--- src/rtl/alu_mc.sv ---
// ---------------------------------------------------------------------------
// alu_mc -- multi-cycle ALU for the execute stage.
//
// Sixteen RV32IM-style operations. Single-cycle ops (ADD..SRA) complete one
// cycle after accept; MUL/MULHU use an XLEN-step shift-add multiplier and
// DIV/DIVU/REM/REMU an XLEN-step restoring divider. Every result is
// registered and held until the consumer takes it.
//
// Ports:
//   clk, rst_n          clock (rising edge), asynchronous active-low reset
//   in_valid / in_ready request handshake
//   ctrl                4-bit opcode
//   rs1, rs2            operands A and B
//   flush               synchronous abort of any in-flight or held op
//   out_valid/out_ready result handshake
//   rd                  result
//   z                   rs1 == rs2 of the op that produced rd
//   err                 unsupported op (MULDIV_EN = 0)
// ---------------------------------------------------------------------------
module alu_mc #(
    parameter int XLEN      = 32,
    parameter bit MULDIV_EN = 1'b1,
    parameter int CNT_W     = $clog2(XLEN) + 1
) (
    input  logic            clk,
    input  logic            rst_n,
    input  logic            in_valid,
    output logic            in_ready,
    input  logic [3:0]      ctrl,
    input  logic [XLEN-1:0] rs1,
    input  logic [XLEN-1:0] rs2,
    input  logic            flush,
    output logic            out_valid,
    input  logic            out_ready,
    output logic [XLEN-1:0] rd,
    output logic            z,
    output logic            err
);

    localparam int SH_W = $clog2(XLEN);

    typedef enum logic [1:0] {IDLE, BUSY, DONE} state_t;

    typedef enum logic [3:0] {
        OP_ADD   = 4'b0000, OP_SUB   = 4'b0001, OP_AND  = 4'b0010,
        OP_OR    = 4'b0011, OP_XOR   = 4'b0100, OP_SLT  = 4'b0101,
        OP_SLTU  = 4'b0110, OP_SLL   = 4'b0111, OP_SRL  = 4'b1000,
        OP_SRA   = 4'b1001, OP_MUL   = 4'b1010, OP_MULHU = 4'b1011,
        OP_DIV   = 4'b1100, OP_DIVU  = 4'b1101, OP_REM  = 4'b1110,
        OP_REMU  = 4'b1111
    } op_t;

    state_t            state;
    op_t               op;
    logic [CNT_W-1:0]  cnt;
    logic [XLEN-1:0]   acc;      // mul: high product half; div: partial remainder
    logic [XLEN-1:0]   quo;      // mul: multiplier/low half; div: dividend/quotient
    logic [XLEN-1:0]   dvs;      // mul: multiplicand; div: divisor magnitude
    logic              neg_q;
    logic              neg_r;
    logic              z_cap;

    // Request decode
    logic              accept;
    logic              eq;
    logic              is_simple;
    logic              is_mul;
    logic              is_div;
    logic              is_rem;
    logic              is_sdiv;
    logic [XLEN-1:0]   mag_a;
    logic [XLEN-1:0]   mag_b;
    logic [SH_W-1:0]   shamt;
    logic [XLEN-1:0]   simple_res;

    // Iteration step
    logic [XLEN:0]     msum;
    logic [XLEN:0]     rsh;
    logic              ge;
    logic [XLEN-1:0]   step_acc;
    logic [XLEN-1:0]   step_quo;
    logic [XLEN-1:0]   fin_res;

    assign in_ready = !flush && ((state == IDLE) || ((state == DONE) && out_ready));
    assign accept   = in_valid && in_ready;

    assign eq        = (rs1 == rs2);
    assign is_simple = (ctrl <= 4'd9);
    assign is_mul    = (ctrl == OP_MUL) || (ctrl == OP_MULHU);
    assign is_div    = (ctrl[3:2] == 2'b11);
    assign is_rem    = (ctrl == OP_REM) || (ctrl == OP_REMU);
    assign is_sdiv   = (ctrl == OP_DIV) || (ctrl == OP_REM);
    assign mag_a     = (is_sdiv && rs1[XLEN-1]) ? -rs1 : rs1;
    assign mag_b     = (is_sdiv && rs2[XLEN-1]) ? -rs2 : rs2;
    assign shamt     = rs2[SH_W-1:0];

    always_comb begin
        simple_res = '0;
        case (op_t'(ctrl))
            OP_ADD:  simple_res = rs1 + rs2;
            OP_SUB:  simple_res = rs1 - rs2;
            OP_AND:  simple_res = rs1 & rs2;
            OP_OR:   simple_res = rs1 | rs2;
            OP_XOR:  simple_res = rs1 ^ rs2;
            OP_SLT:  simple_res[0] = ($signed(rs1) < $signed(rs2));
            OP_SLTU: simple_res[0] = (rs1 < rs2);
            OP_SLL:  simple_res = rs1 << shamt;
            OP_SRL:  simple_res = rs1 >> shamt;
            OP_SRA:  simple_res = $unsigned($signed(rs1) >>> shamt);
            default: simple_res = '0;
        endcase
    end

    // One multiply or divide step. The divide remainder stays below the
    // divisor, so the shifted remainder fits in XLEN+1 bits and the
    // difference after a successful trial fits back in XLEN bits.
    always_comb begin
        msum     = {1'b0, acc} + (quo[0] ? {1'b0, dvs} : '0);
        rsh      = {acc, quo[XLEN-1]};
        ge       = (rsh >= {1'b0, dvs});
        step_acc = acc;
        step_quo = quo;
        if ((op == OP_MUL) || (op == OP_MULHU)) begin
            step_acc = msum[XLEN:1];
            step_quo = {msum[0], quo[XLEN-1:1]};
        end else begin
            step_acc = ge ? (rsh[XLEN-1:0] - dvs) : rsh[XLEN-1:0];
            step_quo = {quo[XLEN-2:0], ge};
        end
    end

    always_comb begin
        fin_res = '0;
        case (op)
            OP_MUL:   fin_res = step_quo;
            OP_MULHU: fin_res = step_acc;
            OP_DIV:   fin_res = neg_q ? -step_quo : step_quo;
            OP_DIVU:  fin_res = step_quo;
            OP_REM:   fin_res = neg_r ? -step_acc : step_acc;
            OP_REMU:  fin_res = step_acc;
            default:  fin_res = '0;
        endcase
    end

    always_ff @(posedge clk or negedge rst_n) begin
        if (!rst_n) begin
            state     <= IDLE;
            out_valid <= 1'b0;
            rd        <= '0;
            z         <= 1'b0;
            err       <= 1'b0;
            cnt       <= '0;
            acc       <= '0;
            quo       <= '0;
            dvs       <= '0;
            op        <= OP_ADD;
            neg_q     <= 1'b0;
            neg_r     <= 1'b0;
            z_cap     <= 1'b0;
        end else if (flush) begin
            state     <= IDLE;
            out_valid <= 1'b0;
            cnt       <= '0;
        end else begin
            case (state)
                IDLE, DONE: begin
                    if (accept) begin
                        op    <= op_t'(ctrl);
                        z_cap <= eq;
                        if (is_simple) begin
                            state     <= DONE;
                            out_valid <= 1'b1;
                            rd        <= simple_res;
                            z         <= eq;
                            err       <= 1'b0;
                        end else if (!MULDIV_EN) begin
                            state     <= DONE;
                            out_valid <= 1'b1;
                            rd        <= '0;
                            z         <= eq;
                            err       <= 1'b1;
                        end else if (is_div && (rs2 == '0)) begin
                            state     <= DONE;
                            out_valid <= 1'b1;
                            rd        <= is_rem ? rs1 : '1;
                            z         <= eq;
                            err       <= 1'b0;
                        end else begin
                            // z is parked in z_cap so rd/z/err only move on entry to DONE
                            state     <= BUSY;
                            out_valid <= 1'b0;
                            cnt       <= CNT_W'(XLEN);
                            acc       <= '0;
                            quo       <= is_mul ? rs2 : mag_a;
                            dvs       <= is_mul ? rs1 : mag_b;
                            neg_q     <= is_sdiv && (rs1[XLEN-1] ^ rs2[XLEN-1]);
                            neg_r     <= is_sdiv && rs1[XLEN-1];
                        end
                    end else if ((state == DONE) && out_ready) begin
                        state     <= IDLE;
                        out_valid <= 1'b0;
                    end
                end
                BUSY: begin
                    acc <= step_acc;
                    quo <= step_quo;
                    cnt <= cnt - 1'b1;
                    if (cnt == CNT_W'(1)) begin
                        state     <= DONE;
                        out_valid <= 1'b1;
                        rd        <= fin_res;
                        z         <= z_cap;
                        err       <= 1'b0;
                    end
                end
                default: begin
                    state     <= IDLE;
                    out_valid <= 1'b0;
                end
            endcase
        end
    end

endmodule

--- config.mk ---
export PLATFORM = sky130hd
export DESIGN_NAME = alu_mc
export DESIGN_NICKNAME = d
export VERILOG_FILES = /design/src/rtl/alu_mc.sv
export SDC_FILE = /design/constraint.sdc
export NUM_CORES = 1
export LEC_CHECK = 0
export CORE_MARGIN = 1.5
export CORE_UTILIZATION = 61
export CTS_CLUSTER_SIZE = 40
export DETAILED_ROUTE_END_ITERATION = 6
export GPL_TIMING_DRIVEN = 0
export PLACE_DENSITY = 0.8
export SETUP_SLACK_MARGIN = 0.3
export SLEW_MARGIN = 20
export SYNTH_ARGS = -nofsm -noshare
export SYNTH_HDL_FRONTEND = slang
export SYNTH_SLANG_ARGS = --single-unit
--- constraint.sdc ---
create_clock -name clk -period 14.1 [get_ports clk]
set_input_delay 3.525 -clock clk [delete_from_list [all_inputs] [get_ports clk]]
set_output_delay 3.525 -clock clk [all_outputs]
set_load 0.01 [all_outputs]
==> results.md, run 1 <==
* Status: aborted with a tool error
* Last step reached: global routing
* First Err: [ERROR GRT-0116] Global routing finished with congestion. Check the congestion regions in the DRC Viewer.
* Syn_nets at 3,619
* PortBufs at 106
* PostCTS Resize Cnt at 0
* Core Rows at 71
* Top cell type by total area after synthesis: dfrtp_1
* Total GRT Usage at 0.655
* CTS Root Cell: clkbuf_16
* Global-route wire length before repair at 192,000 um
* Vias in the first global route at 30,300
* Die Ht at 199 um
* Dpl hpwl at 94,300 um
* Clk buf depth at 2
* Top_reg_cell synth: dfrtp_1
* Placed Instances at 3,996
* Syn Inst Count at 3,376
* # clock sinks at 144
* H-tree Lvls at 4
* Largest net degree at the start of global routing at 91
* GPL Wtd Cong at 1.21
* Post-synth EDFFs at 0
* Post-synth cell types at 94
* Starting Density at 0.620
* Yosys reg bits at 144
* IO Count at 109
* CTS Buf Count at 17
* Synth Area per Inst at 6.93 sq um
* Synth area leaders: dfrtp_1 (15%), ha_1 (8.9%), o21ai_0 (7.9%), a21oi_1 (7.0%), nand2_1 (6.0%)
* Post-CTS Hold Buffers at 0
* Sequential share of the synthesized area at 0.154
* Grt ovf at 20
* Synth async-reset ratio at 1.00
* Post-synth design cell area at 0.0234 sq mm
* Setup Buffers After CTS at 0
* Die Wd at 199 um
* Synth top area share at 0.154
* Synth warn at 0
-- cells in the mapped netlist (33+ instances only) --
| library cell | number |
|---|---|
| nand2_1 | 372 |
| o21ai_0 | 368 |
| a21oi_1 | 326 |
| nor2_1 | 325 |
| clkbuf_1 | 212 |
| ha_1 | 166 |
| inv_1 | 162 |
| dfrtp_1 | 144 |
| xnor2_1 | 136 |
| mux2i_1 | 97 |
| nor3_1 | 69 |
| nand3_1 | 67 |
| and2_1 | 53 |
| a31oi_1 | 43 |
| o211ai_1 | 43 |
| a221oi_1 | 42 |
| a211oi_1 | 40 |
| a21o_1 | 40 |
| o22ai_1 | 36 |
| o31ai_1 | 34 |
| nand4_1 | 33 |
-- stage by stage --
stage	hold WS (ns)	instance area, sq um	util	worst slack [ns]
4_1_cts	0.492	25800	0.682	3.76
3_3_place_gp	0.474	25100	0.665	3.41
2_1_floorplan	0.463	23400	-	6.48
3_5_place_dp	0.478	25200	0.667	3.38
-- cells by family after synthesis --
kind of cell | share of synthesized area
flops | 0.154
fa+ha+maj | 0.0922
xor+xnor | 0.0621
other cells | 0.000160
buf+inv | 0.0686
simple gates | 0.216
compound gates | 0.332
mux | 0.0749
-- layer usage --
layer	global-route usage	GRT overflow
met3	0.359	0
met1	0.695	0
met2	0.891	9
met4	0.657	11
met5	0.0536	0
==> run 2: changes to the inputs <==
Settings changed: CORE_UTILIZATION 61 to 40, CTS_CLUSTER_SIZE 40 to unset, PLACE_DENSITY 0.8 to unset, PLACE_DENSITY_LB_ADDON set to 0.15, SETUP_SLACK_MARGIN 0.3 to unset.
==> run 2 against run 1 <==
  * Synthesized cell count is the same
  * The flow now finishes without violations
  * Synthesized area is the same
==> results.md, run 2 <==
* Worst R2R Path Depth at 21
* Data arrival time of the critical path at 11.19 ns
* Syn Inst Count at 3,376
* Post-synth EDFFs at 0
* Synth warn at 0
* Skew-Pair Late Insertion Delay at 0.46 ns
* Finished Core Util at 0.451
* Top cell type by total area after synthesis: dfrtp_1
* R2r setup slk at 5.62 ns
* CORE AREA at 0.0578 sq mm
* Most frequent cells in the layout: nand2_1 (372), o21ai_0 (367), a21oi_1 (326)
* Achievable Freq at 92.5 MHz
* Post-CTS Hold Buffers at 0
* # clock sinks at 144
* Clk buf depth at 2
* Pwr Total at 0.00422 W
* Clk slew on worst S/H paths at 0.06 ns
* Initial DRC count at 3,623
* Hold depth at 1
* Critical path type: in2reg
* Reg2reg start: op[2]$_DFFE_PN0P_
* VDD IR max at 0.134 mV
* PortBufs at 106
* PD cells at 162 mW/mm^2
* Dpl hpwl at 116,000 um
* CTS Root Cell: clkbuf_16
* Commonest non-fill, non-tap cell in the layout: nand2_1
* Setup ws final at 3.29 ns
* Yosys reg bits at 144
* Top_reg_cell synth: dfrtp_1
* Critical Path Source Type: primary input
* Worst-Margin Slew at 1.19 ns
* Hold Startpoint: rd[4]$_DFFE_PN0P_
* Slew headroom at 0.206
* GPL Wtd Cong at 1.09
* Setup Viol. Count Final at 0
* Global-route wire length before repair at 200,000 um
* H-tree Lvls at 4
* Largest net degree at the start of global routing at 76
* Multi-input gate area at 0.0182 sq mm
* Post-Route WL at 142,000 um
* Layout area overhead at 11.5%
* Synth async-reset ratio at 1.00
* Clk_skew at 0.0125 ns
* FF/Latch Area at 0.00360 sq mm
* DR DRC count at 0
* Filler Cell Count at 6,146
* DR WL/cell at 33.2 um
* CTS Buf Count at 17
* Leakage power at 10.6 nW
* Synth top area share at 0.154
* Die footprint at 0.0600 sq mm
* Pre-Repair DR Iteration Count at 6
* Hold/Removal Path Class: reg2reg
* Shortest period the worst path allows at 10.81 ns
* Sequential share of the synthesized area at 0.154
* Endpoints failing hold at 0
* CP required at 14.48 ns
* Fraction of layout cells with a size suffix above 1 at 0.0398
* Post-route non-filler standard cell count at 4,286
* PostCTS Resize Cnt at 0
* IO Count at 109
* Die Ht at 245 um
* Count leader, synth: nand2_1
* Worst setup EP type: flop
* Final Max Tran Viols at 0
* Core Rows at 88
* Post-synth design cell area at 0.0234 sq mm
* RSZ-0062 raised after global routing: no
* Vias per cell at 6.73
* CP Max Fanout at 12
* Placed Instances at 4,251
* Synth area leaders: dfrtp_1 (15%), ha_1 (8.9%), o21ai_0 (7.9%), a21oi_1 (7.0%), nand2_1 (6.0%)
* Synth cell count leaders: nand2_1 (372), o21ai_0 (368), a21oi_1 (326)
* R2r endpoint: rd[26]$_DFFE_PN0P_
* Max_cap viols at 0
* Antenna-violating nets left at 0
* Synth Area per Inst at 6.93 sq um
* CTS tree: yes
* Starting Density at 0.405
* Status: completed
* Vias in the first global route at 27,000
* Tcrit/Tclk final at 0.766
* Post-synth cell types at 94
* Setup tns final at 0 ns
* Setup Buffers After CTS at 0
* Total GRT Usage at 0.464
* Syn_nets at 3,619
* Total number of vias at 28,900
* Grt ovf at 0
* Initial antenna violation count at 4
* Die Wd at 245 um
* Final net count at 3,748
* Worst slack, placed at 3.24 ns
* Hold EP: rd[4]$_DFFE_PN0P_
run 2: cell counts after synthesis:
No cell type changed its count.
run 2: stage by stage:
step / hold WS (ns) / instance area (sq um)
final: 0.493 / 26100
after global routing: 0.509 / 26100
after CTS: 0.497 / 26100
after detailed placement: 0.482 / 25500
after global placement: 0.471 / 25400
after floorplan: 0.463 / 23400
run 2: area by class of cell:
type / instances / share of cell area
buffer: 254 / 0.0375
antenna: 3 / 0.000288
sequential: 144 / 0.138
clock inverter: 14 / 0.00561
multi-input combinational: 2811 / 0.698
tap: 765 / 0.0367
timing repair buffer: 110 / 0.0428
inverter: 167 / 0.0240
clock buffer: 18 / 0.0168
run 2: per-layer routing:
metal  global-route usage  up-vias  share of wire
met3               0.0934      484          0.096
met2                0.729     1906           0.44
met1                0.549    13900           0.37
met5                    0        -        0.00024
li1                     -    12600              -
met4                0.376        6          0.096
run 2: logic make-up after synthesis:
family,after synthesis,synth area share
fa+ha+maj,170,0.0922
buf+inv,421,0.0686
xor+xnor,166,0.0621
flops,144,0.154
other cells,1,0.000160
simple gates,1097,0.216
mux,143,0.0749
compound gates,1234,0.332
run 2: worst max-delay path, stage by stage:
cell             delay, ns
clkdlybuf4s50_1       0.57
buf_1                 0.43
inv_2                 0.29
clkbuf_1              0.60
clkbuf_1              0.78
ha_1                  0.32
nand2_1               0.15
nor3_1                0.70
and3_1                0.38
nand2_1               0.17
o31a_1                0.36
nand2b_1              0.26
a21oi_1               0.77
clkbuf_1              0.58
clkbuf_1              0.88
nand4_1               0.24
nand3_1               0.15
run 2: worst max path at each step:
| stage | start | end |
|---|---|---|
| global route | rs2[0] | rd[0]$_DFFE_PN0P_ |
| global placement | rs2[0] | rd[0]$_DFFE_PN0P_ |
| detailed placement | rs2[0] | rd[0]$_DFFE_PN0P_ |
| CTS | rs2[0] | rd[0]$_DFFE_PN0P_ |
| finish | rs2[0] | rd[0]$_DFFE_PN0P_ |
| floorplan | rs2[1] | rd[28]$_DFFE_PN0P_ |
run 2: power by group:
part | switching [W] | total [W] | internal (W)
sequential | 0.000175 | 0.000715 | 0.000540
combinational | 0.00200 | 0.00303 | 0.00103
clock | 0.000214 | 0.000467 | 0.000253
No activity file was read; power rests on OpenSTA's default activity.
